## config.mk

```make
export PLATFORM = sky130hd
export DESIGN_NAME = bp_16_8_enc
export DESIGN_NICKNAME = d
export VERILOG_FILES = /design/src/rtl/bp_16_8_enc.sv
export SDC_FILE = /design/constraint.sdc
export NUM_CORES = 1
export LEC_CHECK = 0
export ABC_AREA = 1
export BUFFER_PORTS_ARGS = -buffer_cell sky130_fd_sc_hd__clkbuf_2
export CAP_MARGIN = 20
export CORE_MARGIN = 2
export CORE_UTILIZATION = 47
export DETAILED_ROUTE_END_ITERATION = 6
export PLACE_DENSITY = 0.94
export SYNTH_ARGS = -nofsm -noshare
export SYNTH_HDL_FRONTEND = slang
export SYNTH_SLANG_ARGS = --single-unit
```

## constraint.sdc

```tcl
create_clock -name clk -period 2.32 [get_ports clk]
set_input_delay 0.232 -clock clk [delete_from_list [all_inputs] [get_ports clk]]
set_output_delay 0.232 -clock clk [all_outputs]
set_load 0.005 [all_outputs]
```

## src/rtl/bp_16_8_enc.sv

```systemverilog
// bp_16_8_enc: (16,8) polar encoder feeding the bp_16_8 decoder.
// Loads 8 info bits onto the fixed information set and runs one F butterfly
// stage per cycle. It then emits the codeword and the noiseless signed LLRs,
// packed four bytes to a word.
// Optional build macro: BP_ENC_ERR_INJECT_EN adds err_mask, which flips
// selected LLR signs. The codeword itself is not changed.

// Per-lane LLR mapper: a 0 bit gives +LLR_MAG and a 1 bit gives -LLR_MAG.
// The sign is taken after the optional flip.
module bp_16_8_enc_lane #(
    parameter logic [7:0] LLR_MAG = 8'd1
) (
    input  logic       cbit,
    input  logic       flip,
    output logic [7:0] llr
);
    assign llr = (cbit ^ flip) ? (~LLR_MAG + 8'd1) : LLR_MAG;
endmodule

module bp_16_8_enc #(
    parameter logic [7:0] LLR_MAG = 8'd1
) (
    input  logic        clk,
    input  logic        rst_n,
    input  logic        start,
    input  logic [7:0]  info,
`ifdef BP_ENC_ERR_INJECT_EN
    input  logic [15:0] err_mask,
`endif
    output logic        en_busy,
    output logic        done,
    output logic [15:0] code_out,
    output logic [31:0] llr_w0,
    output logic [31:0] llr_w1,
    output logic [31:0] llr_w2,
    output logic [31:0] llr_w3
);
    localparam int NUM_LANES = 16;

    typedef enum logic [2:0] {IDLE, ST0, ST1, ST2, ST3, OUT} state_t;

    state_t                       state;
    logic [NUM_LANES-1:0]         v;      // v[i] = 0-indexed u/x bit i
    logic [NUM_LANES-1:0]         u_load;
    logic [NUM_LANES-1:0]         cw;     // codeword, x1 at MSB
    logic [NUM_LANES-1:0]         flip;   // per 0-indexed bit
    logic [NUM_LANES-1:0][7:0]    llr_nxt; // LLR_1 at the top byte
`ifdef BP_ENC_ERR_INJECT_EN
    logic [NUM_LANES-1:0]         emask;
`endif

    // Information set is u8, u10..u16 (0-indexed 7, 9..15). All other bits are frozen to 0.
    assign u_load = {info[0], info[1], info[2], info[3], info[4], info[5],
                     info[6], 1'b0, info[7], 7'b0};

    // One butterfly stage. The upper half of each pair absorbs its partner
    // 2^s positions away.
    function automatic logic [15:0] bfly(input logic [15:0] a, input int s);
        logic [15:0] r;
        r = a;
        for (int i = 0; i < 16; i++)
            if (((i >> s) & 1) == 0)
                r[i] = a[i] ^ a[4'(i | (1 << s))];
        return r;
    endfunction

    for (genvar i = 0; i < NUM_LANES; i++) begin : g_lane
        assign cw[NUM_LANES-1-i] = v[i];
`ifdef BP_ENC_ERR_INJECT_EN
        assign flip[i] = emask[NUM_LANES-1-i];
`else
        assign flip[i] = 1'b0;
`endif
        bp_16_8_enc_lane #(.LLR_MAG(LLR_MAG)) u_lane (
            .cbit (v[i]),
            .flip (flip[i]),
            .llr  (llr_nxt[NUM_LANES-1-i])
        );
    end

    // Sequencer: load, four butterfly stages, then register outputs and pulse done.
    always_ff @(posedge clk or negedge rst_n) begin
        if (!rst_n) begin
            state    <= IDLE;
            v        <= '0;
            en_busy  <= 1'b0;
            done     <= 1'b0;
            code_out <= '0;
            llr_w0   <= '0;
            llr_w1   <= '0;
            llr_w2   <= '0;
            llr_w3   <= '0;
`ifdef BP_ENC_ERR_INJECT_EN
            emask    <= '0;
`endif
        end else begin
            done <= 1'b0;
            case (state)
                IDLE: if (start) begin
                    v       <= u_load;
`ifdef BP_ENC_ERR_INJECT_EN
                    emask   <= err_mask;
`endif
                    en_busy <= 1'b1;
                    state   <= ST0;
                end
                ST0: begin v <= bfly(v, 0); state <= ST1; end
                ST1: begin v <= bfly(v, 1); state <= ST2; end
                ST2: begin v <= bfly(v, 2); state <= ST3; end
                ST3: begin v <= bfly(v, 3); state <= OUT; end
                OUT: begin
                    code_out <= cw;
                    llr_w0   <= llr_nxt[15:12];
                    llr_w1   <= llr_nxt[11:8];
                    llr_w2   <= llr_nxt[7:4];
                    llr_w3   <= llr_nxt[3:0];
                    done     <= 1'b1;
                    en_busy  <= 1'b0;
                    state    <= IDLE;
                end
                default: state <= IDLE;
            endcase
        end
    end
endmodule
```

Word-level counts from Yosys, hierarchy flattened --
Index checks and enable logic that the tools add are counted. Widths: inputs -> output; s select.
Cells by class: $mul 0, bitwise logic cells 16, $lt $le $gt $ge 0, add/sub/neg operators 0, reductions and logical operators 34, shifts and indexed selects 0, mux-type cells 23, eq/ne operators 6, div/mod/pow operators 0
Operators by type and width (number):
- $mux 8 | 16
- $pmux 16 s5 | 1
- $reduce_and 4->1 | 6
- $reduce_and 5->1 | 4
- $reduce_bool 3->1 | 6
- $mux 16 | 1
- $reduce_bool 4->1 | 4
- $pmux 3 s5 | 1
- $reduce_and 3->1 | 4
- $xor 1x1->1 | 12
- $reduce_bool 2->1 | 5
- $eq 3x2->1 const B | 2
- $eq 3x3->1 const B | 2
- $reduce_and 6->1 | 1
- $reduce_bool 5->1 | 1
- $not 1->1 | 4
- $reduce_and 2->1 | 2
- $eq 3x1->1 const B | 1
- $logic_not 3->1 | 1
- $mux 3 | 1
- $mux 1 | 2
- $ne 2x2->1 const B | 1
- $pmux 1 s2 | 1
Storage, ports and cells: memories 0, logic and storage cells 103, bits in writable memories 0, register bits 165, ROM bits 0, bits in latches 0

Logic depth before layout (Yosys ltp) --
depth after elaboration 3, mapped depth 8, mapped depth without buffers 8

By module --
From an unflattened synthesis, not the netlist that was laid out.
Second synthesis, totals: cells, all modules 935, area, all modules 7563.5 µm²
By module, submodules not included:
- bp_16_8_enc | cells each 727, area an instance 6362.4 µm², instances 1
- bp_16_8_enc_lane | cells each 13, area an instance 75.1 µm², instances 16

Worst setup path after synthesis --
OpenSTA, ideal clock, no wires.
kind register -> register, start reg state[2], end reg v[15], arrival time 1.121 ns, cell stages (with the launch flop) 7, path buffers 0, setup time 0.122 ns, path slack 1.078 ns, period minus slack after synthesis 1.242 ns, cell sequence dfrtp_1 inv_2 nand2_1 nor2_2 nand2_1 nor2_1 a21oi_1
Between the ends: longest elaborated chain between the ends 3, elaborated cells on any way between the ends 10, classes of those cells 4 x eq/ne; 4 x bitwise; 2 x reduce/logical
Ends and longest elaborated chain:
- from (decl) | line 42 | state_t state;
- from (signal assigned) | line 84 | state <= IDLE;
- from (signal assigned) | line 105 | state <= ST0;
- from (signal assigned) | line 107 | ST0: begin v <= bfly(v, 0); state <= ST1; end
- $eq 3x1->1, or another cell as far along | line 98 | case (state)
- $not 1->1 (no line)
- $reduce_and 6->1 (no line) *
- to (signal assigned) | line 100 | v <= u_load;
- to (decl) | line 43 | logic [NUM_LANES-1:0] v;
Mark *: on every way between the ends. The rest lies on a longest branch, timed or not. A chain may end at the register's enable or synchronous reset.

Worst setup path in the final report --
start reg state[1], end reg v[2]
Between the ends: longest elaborated chain between the ends 3, elaborated cells on any way between the ends 10, classes of those cells 5 x eq/ne; 1 x mux; 1 x bitwise; 3 x reduce/logical
Ends and longest elaborated chain (line):
- $eq 3x3->1, or another cell as far along | 98
- $reduce_bool 4->1 (no line), or another cell as far along
- $reduce_and 3->1 (no line)
Several ways; a longest one is shown, not always the timed one. The select of a mux whose other input is x is not followed.

==> results.cfg <==
[clocking]
worstSkewPairLatency_ps = 280
post_cts_buffers = 0
cts.repair.resized = 0
clkTransAtPathRegs_ps = 70
cts_buffer_depth = 2
h-tree-depth = 2
cts_tree = built
hold_buffers = 0
cts_buffers = 5
cts_sinks = 36
cts-root-buf = clkbuf_8

[floorplanning]
die_y_um = 78.0
die_w_um = 78.0
floorplan.initialDensity_pct = 49.4
die-area_um2 = 6080
io_pins = 157
num_rows = 26
coreArea_um2 = 5200

[synth]
synthCells = 308
synth_edf_count = 0
synth-seq-cells = 36
ys_seq_area_share_pct = 35.0
ys_async_sr_fraction_pct = 100
synth_ff_type = dfrtp_1
synth_top_area_share_pct = 37.4
avgSynthCellArea_um2 = 8.35
yosys.cell_types.count = 23
synthesis.area_um2 = 2570
yosysTopAreaCell = buf_4
ys.warnings.count = 0
synth_area_leaders = buf_4 (37%), dfrtp_1 (35%), nand2_1 (7.6%)

[worst_setup_path]
critPathMaxStageDelay_ps = 470
start_kind = register
cp.arrival_ps = 1710
reg2regPathDepth = 7
critPathKind = reg2reg
critPathSlowestCell = dfrtp_1
critPathBufInv = 2
worstPathMaxFanout = 7
crit_chain = nor2_2 -> nand3_1 -> nand2_1 -> inv_1 -> o21ai_1 -> nand2_1 -> inv_1
worst-path-stages = 7
crit_required_ps = 2550
end_kind = register
crit_family = simple AND/OR/NAND/NOR gates

[drt]
met3WireLength_um = 383
route.vias.total = 1815
drt_pass1_iterations = 4
final_antenna_net_count = 0
route.top_layer_used = met4
drcViolationCount = 0
wirelength_met1_um = 1780
drt_iter0_markers = 119
wl_per_cell_um = 11.0
wl_um = 4510
vias_per_cell = 4.43
met2_length_um = 2270

[final_layout]
num_antenna_cells = 0
final_common_cell = clkbuf_2
drive_above_1_share_pct = 51.5
nFillCells = 510
synthToLayoutAreaGrowth_pct = -1.26
post-route-util_pct = 48.8
final_cell_mix = clkbuf_2 (148), nand2_1 (52), dfrtp_1 (36)
multiInputGateArea_um2 = 626
layout.nets = 351
regArea_um2 = 901

[flow_run]
maxCapViolCount = 0

[placed_design]
port_buffers = 148
place_hpwl_um = 3460
gp_congestion = 0.915

[sta]
max_freq_ghz = 0.675
final_max_slew_viol_count = 0
slew_headroom_pct = 40.7
finalSetupViolCount = 0
period_share_pct = 63.8
period_minus_slack_ps = 1480
clock_skew_ps = 3.45
worst_pin_slew_ps = 889
grt_setup_unrepaired = no
finalSetupTns_ps = 0
finalHoldViolations = 0

[global_route]
grt_max_degree = 37
grt_pass1_vias = 1519
antenna_found_initial = 0
grt_use_total_pct = 14.8
overflow = 0
grt_pass1_wl_um = 7220

[status]
status = finished clean

[min_path]
hp-class = in2async

[pwr]
ir_drop_mv = 0.469
p_per_area_nw_per_um2 = 1420
p_leak_nw = 1.55
-- state kept, by name (all words and copies together) (netlist names) --
register  cells
en_busy       1
code_out     14
state         3
done          1
llr_w0        2
v            15
-- per-stage QoR --
stage | setup WS, ps | area [µm²] | power, mW | hold WS (ps) | cells
finish | 839 | 2540 | 3.60 | 52.8 | 410
global route | 654 | 2540 | 3.95 | 143 | 410
CTS | 866 | 2540 | 3.65 | 88.7 | 410
global placement | 957 | 2440 | 3.11 | 388 | 403
detailed placement | 870 | 2440 | 3.16 | 405 | 403
floorplan | 1080 | 2600 | 3.18 | -63.6 | 315
-- path summary, 6_finish.rpt --
check / endpoint / startpoint / slack, ps
min: v[1]$_DFFE_PN0P_ / rst_n / 50
min in group clk: v[7]$_DFFE_PN0P_ / info[7] / 190
min reg2reg: code_out[5]$_DFFE_PN0P_ / v[10]$_DFFE_PN0P_ / 480
max: v[2]$_DFFE_PN0P_ / state[1]$_DFFE_PN0N_ / 840
max in group asynchronous: state[0]$_DFFE_PN0N_ / rst_n / 1710
max reg2reg: v[2]$_DFFE_PN0P_ / state[1]$_DFFE_PN0N_ / 840
-- layout make-up --
cell class | instances | share of cell area [%]
flip-flops and latches | 36 | 35.5
multi-input cells | 126 | 24.6
well taps | 70 | 3.45
repair buffers | 148 | 29.2
inverters | 23 | 3.50
clock buffers | 7 | 3.79
-- cells in the mapped netlist, drive strengths merged (2+ instances only) --
master / number
or2: 2
dfrtp: 36
nor2: 11
inv: 23
a21oi: 9
xnor2: 2
o21ai: 20
nand4: 3
nand3: 17
buf: 130
nand2: 52
-- power breakdown --
group	switching (mW)	internal (mW)
clock network	0.212	0.264
registers	0.347	0.880
logic	1.04	0.860
-- layer usage --
metal / GRT usage [%] / vias to the layer above
met1: 17.4 / 813
met5: 0 / -
li1: - / 894
met3: 3.72 / 10
met4: 6.84 / 0
met2: 25.4 / 98
-- cells by family (layout without fill, tap and decap cells) --
kind of cell | count (synthesis) | after routing | share of synthesized area [%]
XOR/XNOR | 2 | 2 | 0.681
other | 1 | 8 | 0.146
flip-flops | 36 | 36 | 35.0
AND/OR/NAND/NOR | 85 | 85 | 14.8
buffers and inverters | 153 | 178 | 41.7
AO/OA/AOI/OAI | 31 | 31 | 7.64
No activity file was read; power rests on OpenSTA's default activity.
